<file path="src/rtl/fetch_pkg.sv">
// fetch_pkg: shared definitions for the instruction-fetch front end.
//   - fetch_state_e        : sequencer FSM states
//   - XLEN_DEFAULT         : default PC / address width
//   - RESET_VECTOR_DEFAULT : default PC after reset
//   - PC_STEP_DEFAULT      : default sequential PC increment
//   - misaligned()         : true when a fetch target is not word aligned
package fetch_pkg;

  localparam int          XLEN_DEFAULT         = 32;
  localparam logic [31:0] RESET_VECTOR_DEFAULT = 32'h8000_0000;
  localparam int          PC_STEP_DEFAULT      = 4;

  typedef enum logic [2:0] {
    ST_BOOT,   // one idle cycle after reset release
    ST_REQ,    // request presented to instruction memory
    ST_WAIT,   // request accepted, waiting for the response
    ST_HOLD,   // response captured, decode is stalling
    ST_FLUSH   // drain the response of a request made stale by a redirect
  } fetch_state_e;

  function automatic logic misaligned(input logic [1:0] lo);
    return lo != 2'b00;
  endfunction

endpackage

</file>
<file path="src/rtl/fetch_sequencer_if.sv">
// fetch_sequencer_if: instruction-memory and decode handshakes of the fetch
// sequencer.
//   imem_req_valid/addr/ready : fetch request (sequencer -> memory)
//   imem_rsp_valid/data       : fetch response (memory -> sequencer)
//   if_valid/pc/instr/ready   : delivered instruction (sequencer -> decode)
// Modports:
//   master : the fetch sequencer
//   slave  : memory + decode side
interface fetch_sequencer_if
  import fetch_pkg::*;
#(
  parameter int XLEN = XLEN_DEFAULT
);

  logic            imem_req_valid;
  logic [XLEN-1:0] imem_req_addr;
  logic            imem_req_ready;
  logic            imem_rsp_valid;
  logic [31:0]     imem_rsp_data;

  logic            if_valid;
  logic [XLEN-1:0] if_pc;
  logic [31:0]     if_instr;
  logic            if_ready;

  modport master (
    output imem_req_valid, imem_req_addr,
    input  imem_req_ready, imem_rsp_valid, imem_rsp_data,
    output if_valid, if_pc, if_instr,
    input  if_ready
  );

  modport slave (
    input  imem_req_valid, imem_req_addr,
    output imem_req_ready, imem_rsp_valid, imem_rsp_data,
    input  if_valid, if_pc, if_instr,
    output if_ready
  );

endinterface

</file>
<file path="src/rtl/fetch_hold_buf.sv">
// fetch_hold_buf: registered pc/instruction stage that keeps a fetched
// instruction while decode is not ready.
//   clk, reset      : clock, async active-low reset
//   load            : capture pc_in/instr_in and set valid
//   clear           : drop the held entry (wins over load)
//   pc_in, instr_in : entry to capture
//   valid, pc, instr: held entry; pc/instr read 0 when empty
module fetch_hold_buf #(
  parameter int XLEN = 32
) (
  input  logic            clk,
  input  logic            reset,
  input  logic            load,
  input  logic            clear,
  input  logic [XLEN-1:0] pc_in,
  input  logic [31:0]     instr_in,
  output logic            valid,
  output logic [XLEN-1:0] pc,
  output logic [31:0]     instr
);

  always_ff @(posedge clk or negedge reset) begin
    if (!reset) begin
      valid <= 1'b0;
      pc    <= '0;
      instr <= '0;
    end else if (clear) begin
      valid <= 1'b0;
      pc    <= '0;
      instr <= '0;
    end else if (load) begin
      valid <= 1'b1;
      pc    <= pc_in;
      instr <= instr_in;
    end
  end

endmodule

</file>
<file path="src/rtl/fetch_sequencer.sv">
// fetch_sequencer: program counter and instruction-fetch handshake.
// Picks the next PC (sequential, branch/jump redirect, trap vector), keeps at
// most one instruction-memory request outstanding and hands fetched
// instructions to decode with valid/ready. Responses belonging to a request
// made stale by a redirect are drained and dropped.
//   clk, reset                 : clock, async active-low reset
//   redirect_valid/redirect_pc : branch/jump taken this cycle + target
//   trap_valid/trap_vector     : trap taken this cycle + target (wins)
//   bus (master)               : imem request/response and decode handshake
//   current_pc                 : architectural fetch PC (== imem_req_addr)
//   fetch_fault                : misaligned-target pulse
// Build option FETCH_SEQ_MISALIGN_CHECK_EN: when defined, a target with
// nonzero low two bits is refused and fetch_fault pulses for one cycle; when
// undefined, the low two bits of a target are cleared and fetch_fault is 0.
module fetch_sequencer
  import fetch_pkg::*;
#(
  parameter int              XLEN         = XLEN_DEFAULT,
  parameter logic [XLEN-1:0] RESET_VECTOR = XLEN'(RESET_VECTOR_DEFAULT),
  parameter int              PC_STEP      = PC_STEP_DEFAULT
) (
  input  logic              clk,
  input  logic              reset,
  input  logic              redirect_valid,
  input  logic [XLEN-1:0]   redirect_pc,
  input  logic              trap_valid,
  input  logic [XLEN-1:0]   trap_vector,
  fetch_sequencer_if.master bus,
  output logic [XLEN-1:0]   current_pc,
  output logic              fetch_fault
);

  localparam logic [XLEN-1:0] STEP = XLEN'(PC_STEP);

  fetch_state_e    state;
  logic [XLEN-1:0] pc_q;

  logic            redir_req;
  logic            take;
  logic [XLEN-1:0] tgt_sel;
  logic [XLEN-1:0] tgt;

  logic            rsp_deliver;
  logic            hb_load;
  logic            hb_clear;
  logic            hb_valid;
  logic [XLEN-1:0] hb_pc;
  logic [31:0]     hb_instr;

  assign redir_req = redirect_valid | trap_valid;
  assign tgt_sel   = trap_valid ? trap_vector : redirect_pc;

`ifdef FETCH_SEQ_MISALIGN_CHECK_EN
  logic fault_q;

  assign tgt  = tgt_sel;
  assign take = redir_req & ~misaligned(tgt_sel[1:0]);

  // A refused redirect leaves pc/state alone; only the fault pulse records it.
  always_ff @(posedge clk or negedge reset) begin
    if (!reset) fault_q <= 1'b0;
    else        fault_q <= redir_req & ~take;
  end

  assign fetch_fault = fault_q;
`else
  assign tgt         = tgt_sel & ~XLEN'(3);
  assign take        = redir_req;
  assign fetch_fault = 1'b0;
`endif

  // A response arriving together with a redirect belongs to the old path.
  assign rsp_deliver = (state == ST_WAIT) & bus.imem_rsp_valid & ~take;
  assign hb_load     = rsp_deliver & ~bus.if_ready;
  assign hb_clear    = (state == ST_HOLD) & (take | bus.if_ready);

  fetch_hold_buf #(.XLEN(XLEN)) u_hold (
    .clk      (clk),
    .reset    (reset),
    .load     (hb_load),
    .clear    (hb_clear),
    .pc_in    (pc_q),
    .instr_in (bus.imem_rsp_data),
    .valid    (hb_valid),
    .pc       (hb_pc),
    .instr    (hb_instr)
  );

  assign bus.imem_req_valid = (state == ST_REQ);
  assign bus.imem_req_addr  = pc_q;
  // WAIT forwards the response straight through; HOLD replays the capture.
  assign bus.if_valid       = rsp_deliver | ((state == ST_HOLD) & hb_valid);
  assign bus.if_pc          = rsp_deliver ? pc_q : hb_pc;
  assign bus.if_instr       = rsp_deliver ? bus.imem_rsp_data : hb_instr;
  assign current_pc         = pc_q;

  always_ff @(posedge clk or negedge reset) begin
    if (!reset) begin
      state <= ST_BOOT;
      pc_q  <= RESET_VECTOR;
    end else begin
      unique case (state)
        ST_BOOT: begin
          if (take) pc_q <= tgt;
          state <= ST_REQ;
        end
        ST_REQ: begin
          if (take) begin
            pc_q <= tgt;
            // an accepted request is now stale; its response must be drained
            if (bus.imem_req_ready) state <= ST_FLUSH;
          end else if (bus.imem_req_ready) begin
            state <= ST_WAIT;
          end
        end
        ST_WAIT: begin
          if (take) begin
            pc_q  <= tgt;
            state <= bus.imem_rsp_valid ? ST_REQ : ST_FLUSH;
          end else if (bus.imem_rsp_valid) begin
            if (bus.if_ready) begin
              pc_q  <= pc_q + STEP;
              state <= ST_REQ;
            end else begin
              state <= ST_HOLD;
            end
          end
        end
        ST_HOLD: begin
          if (take) begin
            pc_q  <= tgt;
            state <= ST_REQ;
          end else if (bus.if_ready) begin
            pc_q  <= pc_q + STEP;
            state <= ST_REQ;
          end
        end
        ST_FLUSH: begin
          if (take) pc_q <= tgt;
          if (bus.imem_rsp_valid) state <= ST_REQ;
        end
        default: state <= ST_BOOT;
      endcase
    end
  end

endmodule

</file>
<file path="src/flat_wrapper.sv">
// flat-port wrapper written by rule: the top's interface ports become plain ports
module fetch_sequencer_flat import fetch_pkg::*;
#(
  parameter int              XLEN         = XLEN_DEFAULT,
  parameter logic [XLEN-1:0] RESET_VECTOR = XLEN'(RESET_VECTOR_DEFAULT),
  parameter int              PC_STEP      = PC_STEP_DEFAULT
)
  (clk, reset, redirect_valid, redirect_pc, trap_valid, trap_vector, current_pc, fetch_fault, bus_imem_req_valid, bus_imem_req_addr, bus_imem_req_ready, bus_imem_rsp_valid, bus_imem_rsp_data, bus_if_valid, bus_if_pc, bus_if_instr, bus_if_ready);
  fetch_sequencer_if #(.XLEN(XLEN)) bus_i ();
  input  logic clk;
  input  logic reset;
  input  logic redirect_valid;
  input  logic [XLEN-1:0] redirect_pc;
  input  logic trap_valid;
  input  logic [XLEN-1:0] trap_vector;
  output logic [XLEN-1:0] current_pc;
  output logic fetch_fault;
  output wire logic [$bits(bus_i.imem_req_valid)-1:0] bus_imem_req_valid;
  output wire logic [$bits(bus_i.imem_req_addr)-1:0] bus_imem_req_addr;
  input wire logic [$bits(bus_i.imem_req_ready)-1:0] bus_imem_req_ready;
  input wire logic [$bits(bus_i.imem_rsp_valid)-1:0] bus_imem_rsp_valid;
  input wire logic [$bits(bus_i.imem_rsp_data)-1:0] bus_imem_rsp_data;
  output wire logic [$bits(bus_i.if_valid)-1:0] bus_if_valid;
  output wire logic [$bits(bus_i.if_pc)-1:0] bus_if_pc;
  output wire logic [$bits(bus_i.if_instr)-1:0] bus_if_instr;
  input wire logic [$bits(bus_i.if_ready)-1:0] bus_if_ready;
  assign bus_imem_req_valid = bus_i.imem_req_valid;
  assign bus_imem_req_addr = bus_i.imem_req_addr;
  assign bus_i.imem_req_ready = bus_imem_req_ready;
  assign bus_i.imem_rsp_valid = bus_imem_rsp_valid;
  assign bus_i.imem_rsp_data = bus_imem_rsp_data;
  assign bus_if_valid = bus_i.if_valid;
  assign bus_if_pc = bus_i.if_pc;
  assign bus_if_instr = bus_i.if_instr;
  assign bus_i.if_ready = bus_if_ready;
  fetch_sequencer #(.XLEN(XLEN), .RESET_VECTOR(RESET_VECTOR), .PC_STEP(PC_STEP)) u_core (.clk(clk), .reset(reset), .redirect_valid(redirect_valid), .redirect_pc(redirect_pc), .trap_valid(trap_valid), .trap_vector(trap_vector), .bus(bus_i), .current_pc(current_pc), .fetch_fault(fetch_fault));
endmodule
</file>
<file path="config.mk">
export PLATFORM = sky130hd
export DESIGN_NAME = fetch_sequencer_flat
export DESIGN_NICKNAME = d
export VERILOG_FILES = /design/src/rtl/fetch_pkg.sv /design/src/rtl/fetch_sequencer_if.sv /design/src/rtl/fetch_hold_buf.sv /design/src/rtl/fetch_sequencer.sv /design/src/flat_wrapper.sv
export SDC_FILE = /design/constraint.sdc
export NUM_CORES = 1
export LEC_CHECK = 0
export BUFFER_PORTS_ARGS = -buffer_cell sky130_fd_sc_hd__buf_2
export CORE_ASPECT_RATIO = 1.25
export CORE_UTILIZATION = 55
export CTS_BUF_LIST = sky130_fd_sc_hd__clkbuf_2
export CTS_CLUSTER_SIZE = 8
export DETAILED_ROUTE_END_ITERATION = 6
export PLACE_DENSITY = 0.95
export SLEW_MARGIN = 0
export SYNTH_ARGS = -nofsm -noshare
export SYNTH_HDL_FRONTEND = slang
export SYNTH_HIERARCHICAL = 1
export SYNTH_SLANG_ARGS = --single-unit
</file>
<file path="constraint.sdc">
create_clock -name clk -period 4 [get_ports clk]
set_clock_uncertainty 0.1 [all_clocks]
set_input_delay 0.4 -clock clk [delete_from_list [all_inputs] [get_ports clk]]
set_output_delay 0.4 -clock clk [all_outputs]
set_load 0.01 [all_outputs]
</file>
==> summary.txt <==
CTS
  – Clock transition at the registers of the reported paths: 0.24 ns
  – Post_cts resized: 0
  – Max clock buf depth: 2
  – Worst-Skew Late Latency: 0.56 ns
  – Max H-tree Level: 3
  – CTS tree: yes
  – # clock sinks: 98
  – Cts hold-fix bufs: 33
  – TritonCTS buffer count: 9
  – Post-CTS Setup Bufs: 0
  – Clock tree root driver cell: clkbuf_2

STA
  – Setup TNS: 0 ns
  – Final Max Tran Viols: 0
  – Tmin final: 3.40 ns
  – RSZ-0062 raised after global routing: no
  – Slew HR: 0.346
  – Final setup viols: 0
  – Tcrit/Tclk final: 0.851
  – Final Hold Viols: 0
  – Worst-margin pin slew: 0.979 ns
  – Maximum achievable frequency: 294 MHz
  – Worst setup margin: 0.595 ns

Die
  – Die height: 120 um
  – Site Rows: 42
  – Num ports: 234
  – Initial Util: 0.573
  – Die X: 96.5 um
  – DIE AREA: 0.0116 mm^2
  – Core area: 0.0107 mm^2

Setup path
  – Crit start category: flip-flop
  – Setup crit start: u_core/state[1]$_DFFE_PN0P_
  – CP Data Arrival Time: 2.90 ns
  – Crit Path Max Fanout: 40
  – Start of the worst register-to-register path: u_core/bus.imem_req_addr[2]$_DFFE_PN0P_
  – Crit. End Element: output pin
  – Slowest stage delay, CP: 0.55 ns
  – Setup Crit Path Kind: reg2out
  – Slowest-stage cell, CP: dfrtp_1
  – CP Cell Sequence: nor2b_1 > and3_2 > buf_4 > mux2_2 > buf_2
  – Worst Path Required: 3.50 ns

Place
  – Input/output buffers: 224
  – GPL Wtd Cong: 0.815
  – DP Wirelength: 10,900 um
  – DP Worst Slack: 0.903 ns
  – Placed instance count: 904

Drt
  – Routed Antenna Nets: 0
  – Drt drc: 0
  – Drt pass-1 iters: 5
  – Total number of vias: 5,487
  – Via density: 5.76
  – Total wire length after detailed routing: 16,600 um
  – Drt initial violations: 289
  – DR WL/cell: 17.4 um

Layout
  – Final Util: 0.708
  – Fillcell total: 792
  – Area Overhead vs Synth: 23.6%
  – Final #Nets: 920
  – Seq. cell area: 0.00245 mm^2
  – Area occupied by multi-input gates: 0.00321 mm^2
  – Fin cells: 953
  – Share of layout cells above drive strength 1: 0.406
  – Ant diodes: 0

Global routing
  – Grt ovf: 0
  – First-pass GRT wire length: 26,000 um
  – Total track usage: 0.289
  – Number of global-route vias before repair: 5,390
  – Antenna violations before repair: 0
  – Largest net degree at the start of global routing: 66

Status
  – Status: finished clean

Pwr
  – Total chip power: 3.51 mW
  – Peak supply drop: 0.284 mV
  – Pwr Density: 462 mW/mm^2
  – P_leak: 3.82 nW

Yosys
  – Number of synthesized flops with an enable pin: 0
  – Primary FF master, synth: dfrtp_1
  – Yosys warns: 6
  – Avg Cell Area, Syn: 10.0 um^2
  – Post-synth ARST share: 1.00
  – Yosys cell types: 58
  – Yosys reg bits: 98
  – Register area share after synthesis: 0.399
  – Synth Instances: 612
  – Synth Cell Area: 0.00614 mm^2

Hold path
  – Worst Hold Launch: bus_imem_req_ready
  – Hold WC Path Type: in2reg

Flow run
  – Max-cap violations: 0
[final timing paths]
path	endpoint	slack, ns	cells past startpoint
hold reg to reg	u_core/u_hold/valid$_DFFE_PN0P_	0.43	2
hold / removal	u_core/state[1]$_DFFE_PN0P_	0.07	3
setup reg to reg	u_core/bus.imem_req_addr[22]$_DFFE_PN0P_	1.23	6
min in group asynchronous	u_core/u_hold/instr[1]$_DFFE_PN0P_	0.32	3
max in group asynchronous	u_core/u_hold/pc[5]$_DFFE_PN0P_	2.92	3
setup / recovery	bus_if_instr[26]	0.60	5
[critical path: cells and delay by family, from the launching register on]
| kind | cells | cell delay, ns |
|---|---|---|
| flops | 1 | 0.55 |
| buf+inv | 2 | 0.68 |
| simple gates | 2 | 0.69 |
| mux | 1 | 0.42 |
[through the flow]
stage | hold WS (ns) | area [um^2]
6_report | 0.0718 | 7590
5_1_grt | 0.0691 | 7590
4_1_cts | 0.00625 | 7590
3_5_place_dp | 0.388 | 7050
3_3_place_gp | 0.376 | 7050
2_1_floorplan | 0.00441 | 6170
[layout make-up]
cell class | instances | area share
multi-input combinational | 435 | 0.423
sequential | 98 | 0.323
timing repair buffer | 268 | 0.202
tap | 132 | 0.0218
clock inverter | 7 | 0.0216
clock buffer | 9 | 0.00593
inverter | 4 | 0.00198
[placed cells by master, fill, tap and decap left out, types with 11 or more instances in the layout]
cell / instances
buf_4: 12
nand3_1: 20
nand2_1: 20
dfrtp_1: 97
a21oi_1: 26
nor2_1: 79
buf_2: 223
dlygate4sd3_1: 33
o21ai_0: 27
mux2i_1: 85
a311oi_1: 11
mux2_2: 68
[where the power goes]
group	internal (mW)	total, mW	switching (mW)	leakage [nW]
clock	0.395	0.733	0.338	0.116
sequential	1.19	1.54	0.351	1.28
combinational	0.555	1.24	0.681	2.42
total	2.14	3.51	1.37	3.82
[cells by family after synthesis]
group / synth area share
simple gates: 0.135
mux: 0.263
fa+ha+maj: 0.00204
compound gates: 0.114
other cells: 0.000610
flops: 0.399
buf+inv: 0.0866
[sequential cells by signal (all words and copies together), names as in the netlist]
signal	count
u_core/bus.imem_req_addr	30
u_core/u_hold/instr	32
u_core/u_hold/pc	32
u_core/u_hold/valid	1
u_core/state	3
[routing by layer]
metal	GRT usage	share of wire
met5	0	0
met1	0.360	0.41
met3	0.0475	0.062
met4	0.104	0.022
met2	0.496	0.51
[Yosys cell counts, types with 5 or more instances]
cell type	n	area, um^2
buf_8	5	75.1
o21ai_0	27	135
mux2i_1	85	851
nand2_1	20	75.1
nand4_1	5	31.3
clkbuf_1	28	105
a211oi_1	7	52.6
nor3_1	9	45.0
nand3_1	20	100
a311oi_1	11	96.3
buf_4	36	270
nor2_1	80	300
dfrtp_1	97	2430
a21oi_1	26	130
mux2_2	68	766
and3_1	10	62.6
buf_2	11	55.1
nor2b_1	7	43.8
Note: power is estimated with default switching activity, not from simulation.
